<file path="config.mk">
export PLATFORM = sky130hd
export DESIGN_NAME = npf_mac_sequencer
export DESIGN_NICKNAME = d
export VERILOG_FILES = /design/src/rtl/npf_mac_sequencer.sv
export SDC_FILE = /design/constraint.sdc
export NUM_CORES = 2
export LEC_CHECK = 0
export CORE_UTILIZATION = 65
export DETAILED_ROUTE_END_ITERATION = 10
export PLACE_DENSITY = 0.87
export SYNTH_ARGS = -nofsm -noshare
export SYNTH_HDL_FRONTEND = slang
export SYNTH_SLANG_ARGS = --single-unit
</file>
<file path="constraint.sdc">
create_clock -name CLK -period 24.7 [get_ports CLK]
set_input_delay 7.41 -clock CLK [delete_from_list [all_inputs] [get_ports CLK]]
set_output_delay 7.41 -clock CLK [all_outputs]
set_load 0.01 [all_outputs]
</file>
<file path="src/rtl/npf_mac_sequencer.sv">
// ============================================================================
// npf_mac_sequencer
// ----------------------------------------------------------------------------
// Purpose:
//   Sequencer for the narrow-bandpass IIR section
//       y[n] = x[n] - x[n-2] + C1*y[n-1] + C2*y[n-2]
//   The two feedback taps share a single 20x20 signed multiplier. Each
//   sample takes two multiply cycles. The block owns the x/y delay lines
//   and the runtime-programmable coefficient registers. An RTS/RTR handshake
//   connects it to the AM demodulator front end (DIN) and to the audio
//   output stage (DOUT).
//
// Ports:
//   CLK       in   1   clock
//   RESET     in   1   synchronous, active-high reset
//   DIN_DAT   in   20  signed input sample x[n]
//   DIN_RTS   in   1   upstream has a sample
//   DIN_RTR   out  1   block can accept a sample (high only in IDLE)
//   DOUT_DAT  out  16  signed filtered sample, y[n] >>> OUT_SHIFT
//   DOUT_RTS  out  1   DOUT_DAT is valid
//   DOUT_RTR  in   1   downstream can accept
//   CFG_WE    in   1   coefficient write strobe
//   CFG_SEL   in   1   0 = C1 shadow, 1 = C2 shadow
//   CFG_DATA  in   20  signed Q2.18 coefficient value
// ============================================================================
module npf_mac_sequencer #(
    parameter int                 COEF_FRAC = 18,
    parameter int                 ACC_W     = 24,
    parameter int                 OUT_SHIFT = 4,
    parameter logic signed [19:0] C1_INIT   = 20'sd134218,
    parameter logic signed [19:0] C2_INIT   = -20'sd256901
) (
    input  logic               CLK,
    input  logic               RESET,
    input  logic signed [19:0] DIN_DAT,
    input  logic               DIN_RTS,
    output logic               DIN_RTR,
    output logic signed [15:0] DOUT_DAT,
    output logic               DOUT_RTS,
    input  logic               DOUT_RTR,
    input  logic               CFG_WE,
    input  logic               CFG_SEL,
    input  logic signed [19:0] CFG_DATA
);

    // 20-bit saturation limits, expressed at accumulator width so that the
    // comparison happens before the result is narrowed.
    localparam logic signed [ACC_W-1:0] Y_MAX = ACC_W'(524287);
    localparam logic signed [ACC_W-1:0] Y_MIN = ACC_W'(-524288);

    typedef enum logic [1:0] {
        IDLE,
        MUL1,
        MUL2,
        OUT
    } state_t;

    state_t state;

    // Delay lines and the sample currently being processed
    logic signed [19:0] x_cur;
    logic signed [19:0] x1;
    logic signed [19:0] x2;
    logic signed [19:0] y1;
    logic signed [19:0] y2;

    // Coefficients: shadows are written by CFG at any time. Actives are
    // loaded from the shadows only when a sample is accepted.
    logic signed [19:0] c1_shadow;
    logic signed [19:0] c2_shadow;
    logic signed [19:0] c1_active;
    logic signed [19:0] c2_active;

    logic signed [ACC_W-1:0] acc;

    // Shared multiplier datapath
    logic signed [19:0]      mul_a;
    logic signed [19:0]      mul_b;
    logic signed [39:0]      product;
    logic signed [ACC_W-1:0] prod_term;
    logic signed [ACC_W-1:0] acc_sum;
    logic signed [19:0]      y_new;

    logic in_xfc;
    logic out_xfc;

    assign in_xfc  = DIN_RTS & DIN_RTR;
    assign out_xfc = DOUT_RTS & DOUT_RTR;

    // Operand mux for the single multiplier. MUL2 takes the C2/y2 tap and
    // every other state takes the C1/y1 tap. The shift is arithmetic, so the
    // scaled product rounds toward minus infinity. The truncation to ACC_W
    // is safe because |C| <= 2 and |y| <= 2^19.
    always_comb begin
        mul_a = c1_active;
        mul_b = y1;
        if (state == MUL2) begin
            mul_a = c2_active;
            mul_b = y2;
        end
        product   = mul_a * mul_b;
        prod_term = ACC_W'(product >>> COEF_FRAC);
        acc_sum   = acc + prod_term;

        if (acc_sum > Y_MAX) begin
            y_new = 20'sh7FFFF;
        end else if (acc_sum < Y_MIN) begin
            y_new = 20'sh80000;
        end else begin
            y_new = 20'(acc_sum);
        end
    end

    // Main sequencer. The handshake outputs and DOUT_DAT are registered.
    // The x/y delay lines advance only in MUL2, so a stalled OUT state
    // leaves the filter history untouched.
    always_ff @(posedge CLK) begin
        if (RESET) begin
            state     <= IDLE;
            DIN_RTR   <= 1'b1;
            DOUT_RTS  <= 1'b0;
            DOUT_DAT  <= '0;
            x_cur     <= '0;
            x1        <= '0;
            x2        <= '0;
            y1        <= '0;
            y2        <= '0;
            acc       <= '0;
            c1_shadow <= C1_INIT;
            c2_shadow <= C2_INIT;
            c1_active <= C1_INIT;
            c2_active <= C2_INIT;
        end else begin
            // A shadow write in the same cycle as an accepted sample does not
            // reach the active registers until the next sample is accepted.
            if (CFG_WE) begin
                if (CFG_SEL) begin
                    c2_shadow <= CFG_DATA;
                end else begin
                    c1_shadow <= CFG_DATA;
                end
            end

            case (state)
                IDLE: begin
                    if (in_xfc) begin
                        acc       <= ACC_W'(DIN_DAT) - ACC_W'(x2);
                        x_cur     <= DIN_DAT;
                        c1_active <= c1_shadow;
                        c2_active <= c2_shadow;
                        DIN_RTR   <= 1'b0;
                        state     <= MUL1;
                    end
                end

                MUL1: begin
                    acc   <= acc_sum;
                    state <= MUL2;
                end

                MUL2: begin
                    y2       <= y1;
                    y1       <= y_new;
                    x2       <= x1;
                    x1       <= x_cur;
                    DOUT_DAT <= 16'(y_new >>> OUT_SHIFT);
                    DOUT_RTS <= 1'b1;
                    state    <= OUT;
                end

                OUT: begin
                    if (out_xfc) begin
                        DOUT_RTS <= 1'b0;
                        DIN_RTR  <= 1'b1;
                        state    <= IDLE;
                    end
                end

                default: begin
                    DIN_RTR  <= 1'b1;
                    DOUT_RTS <= 1'b0;
                    state    <= IDLE;
                end
            endcase
        end
    end

endmodule

</file>
==> results.py <==
metrics = {
    "status": {
        "status": "completed",
    },
    "synth": {
        "synth.cell_area_um2": 24600,
        "synth_top_area_cell": "fa_1",
        "synth_warnings": 0,
        "synth-seq-area-share_pct": 17.0,
        "synth_edf_count": 0,
        "synth_area_per_cell_um2": 8.83,
        "synth_cells": 2780,
        "netlist.area_leader.share_pct": 34.3,
        "ys_seq_elements": 208,
        "synth_ff_type": "dfxtp_1",
        "syn_nets": 3400,
        "synth_area_leaders": "fa_1, dfxtp_1, ha_1, inv_1, nand2_1",
        "async_reset_ff_share_pct": 0,
        "ys_types": 71,
    },
    "timing": {
        "finalHoldViolCount": 0,
        "post-route-period-util_pct": 52.1,
        "finalCriticalPeriod_ps": 12880,
        "relSlewSlack_pct": 23.6,
        "fmax_mhz": 77.7,
        "setup_viol": 0,
        "rsz0062_at_grt": "no",
        "worstMarginPinSlew_ps": 1150,
        "finalSetupTns_ps": 0,
        "skew_ps": 16.2,
        "final_max_slew_viol_count": 0,
    },
    "finish": {
        "largest_register_ffs": 24,
        "fin_nets": 3397,
        "antennaDiodeCount": 0,
        "final_common_cell": "inv_1",
        "drive_gt1_share_pct": 5.77,
        "multi_input_area_um2": 18100,
        "register_area_um2": 4160,
        "final_area_um2": 26200,
        "fillers": 2680,
        "synthToLayoutAreaGrowth_pct": 6.85,
        "final_cell_mix": "inv_1, fa_1, nand2_1",
        "largest-register": "acc",
    },
    "setup_path": {
        "reg2regPathDepth": 37,
        "critPathSlowestCell": "o41ai_4",
        "criticalPathCategory": "register to register",
        "r2r_start": "state[0]$_SDFFE_PP0P_",
        "critPathMaxFanout": 64,
        "setup.worst_path.start": "state[0]$_SDFFE_PP0P_",
        "path_depth": 37,
        "cp_common_cell": "fa_1",
        "worstPathRequired_ps": 25100,
        "start_kind": "register",
        "cp.arrival_ps": 13280,
        "max_stage_delay_ps": 1010,
        "endpoint_kind": "register",
        "rr_endpoint": "y1[2]$_SDFFE_PP0P_",
        "crit_family": "adder cells",
        "r2r_slack_ps": 11820,
        "worst-path-buf-inv": 9,
        "crit_end": "y1[2]$_SDFFE_PP0P_",
    },
    "clock_network": {
        "tritoncts": "yes",
        "cts_resized": 0,
        "clock_latency_ps": 510,
        "cts_buffer_depth": 3,
        "clock-sinks": 208,
        "cts_hold_buf": 0,
        "h-tree-depth": 1,
        "cts_setup_buffers": 0,
        "cts_buffers": 20,
        "clkTransAtPathRegs_ps": 70,
        "cts-root-buf": "clkbuf_16",
    },
    "global_route": {
        "grt_pass1_vias": 20700,
        "grt_max_degree": 132,
        "grt_first_pass_wirelength_um": 105000,
        "antenna_found_initial": 0,
        "gr-usage-all-layers_pct": 34.8,
        "grt.overflow.total": 0,
    },
    "die": {
        "num_rows": 70,
        "start_util_pct": 66.6,
        "die_x_um": 196,
        "die_area_um2": 38600,
        "ioPinCount": 64,
        "core_um2": 36900,
        "die_h_um": 196,
    },
    "detailed_routing": {
        "wire_per_inst_um": 19.5,
        "dr.pass1.iters": 6,
        "drc": 0,
        "drtIter0Drc": 1569,
        "vias": 19400,
        "vias_per_cell": 5.89,
        "drt-total-wl_um": 64300,
        "antenna_left": 0,
    },
    "pwr": {
        "p_leak_nw": 12.4,
        "power.density_nw_per_um2": 137,
        "ir_drop_mv": 0.0996,
    },
    "place": {
        "gp_congestion": 0.978,
        "dp_hpwl_um": 50100,
        "postPlaceCellArea_um2": 25600,
        "io_buffers": 63,
    },
    "run": {
        "cap_violations": 0,
    },
    "worst_hold_path": {
        "holdCritPathClass": "register to register",
    },
}
==> synthesized netlist by cell type, types with 16 or more instances <==
library cell and count:
fa_1 421, a21oi_1 128, nand2b_1 20, a21o_1 16
buf_4 16, xor2_1 23, nand3b_1 33, nor3_1 19
o21ai_0 34, nor2_1 365, dfxtp_1 208, ha_1 153
a211oi_1 23, nand2_1 410, inv_1 466, mux2_2 31
clkbuf_1 95, mux2i_1 100, xnor2_1 38
==> power breakdown <==
part / total (mW) / switching, mW / leakage, nW / internal [mW]
sequential: 0.463 / 0.0669 / 1.70 / 0.397
combinational: 2.83 / 1.78 / 10.4 / 1.05
clock: 0.306 / 0.133 / 0.317 / 0.173
==> per-layer routing <==
metal	vias to the layer above	GRT usage, %	part of all wire, %
met5	-	0	0
met4	0	21.1	7.0
met3	315	6.62	8.6
met2	941	59.2	48
met1	9560	40.8	36
li1	8592	-	-
==> logic make-up (layout without fill, tap and decap cells) <==
logic type / after synthesis / count (layout) / share of synthesized area, %
AO/OA/AOI/OAI: 295 / 295 / 8.07
XOR/XNOR: 63 / 63 / 2.38
adder cells (fa/ha/maj): 574 / 574 / 42.1
buffers and inverters: 596 / 607 / 9.47
flip-flops: 208 / 208 / 17.0
multiplexers: 131 / 131 / 5.50
AND/OR/NAND/NOR: 913 / 913 / 15.5
==> layout make-up <==
cell class	instances	share of cell area [%]
tap	504	2.40
sequential	208	15.9
clock buffer	28	2.18
clock inverter	8	0.272
timing repair buffer	105	3.61
inverter	466	6.67
multi-input combinational	1976	69.0
==> worst min path at each step <==
| stage | start | endpoint | slack [ps] | depth (start not counted) |
|---|---|---|---|---|
| floorplan | c1_shadow[12]$_SDFFE_PP0P_ | c1_active[12]$_SDFFE_PP0P_ | 430 | 2 |
| global placement | x_cur[16]$_SDFFE_PP0P_ | x_cur[16]$_SDFFE_PP0P_ | 440 | 2 |
| detailed placement | c2_shadow[9]$_SDFFE_PP0P_ | c2_shadow[9]$_SDFFE_PP0P_ | 450 | 2 |
| CTS | c1_shadow[9]$_SDFFE_PP0P_ | c1_active[9]$_SDFFE_PP0P_ | 460 | 2 |
| global route | c2_shadow[7]$_SDFFE_PP0P_ | c2_active[7]$_SDFFE_PP0P_ | 470 | 2 |
| finish | c1_shadow[9]$_SDFFE_PP0P_ | c1_active[9]$_SDFFE_PP0P_ | 450 | 2 |
==> through the flow <==
stage	setup WS, ps	power (mW)	util (%)	hold WS, ps	std cells
global placement	12260	3.12	69.4	442	3259
floorplan	14400	2.44	-	432	2780
finish	11820	3.60	71.2	452	3295
CTS	11890	3.56	71.2	456	3295
global route	11190	3.89	71.2	466	3295
detailed placement	11940	3.20	69.4	448	3259
==> tightest hold or removal path, stage by stage (launching register included) <==
cell	delay (ps)
dfxtp_1	310
nand2_1	50
a21oi_1	50
(Power assumes the default switching activity.)
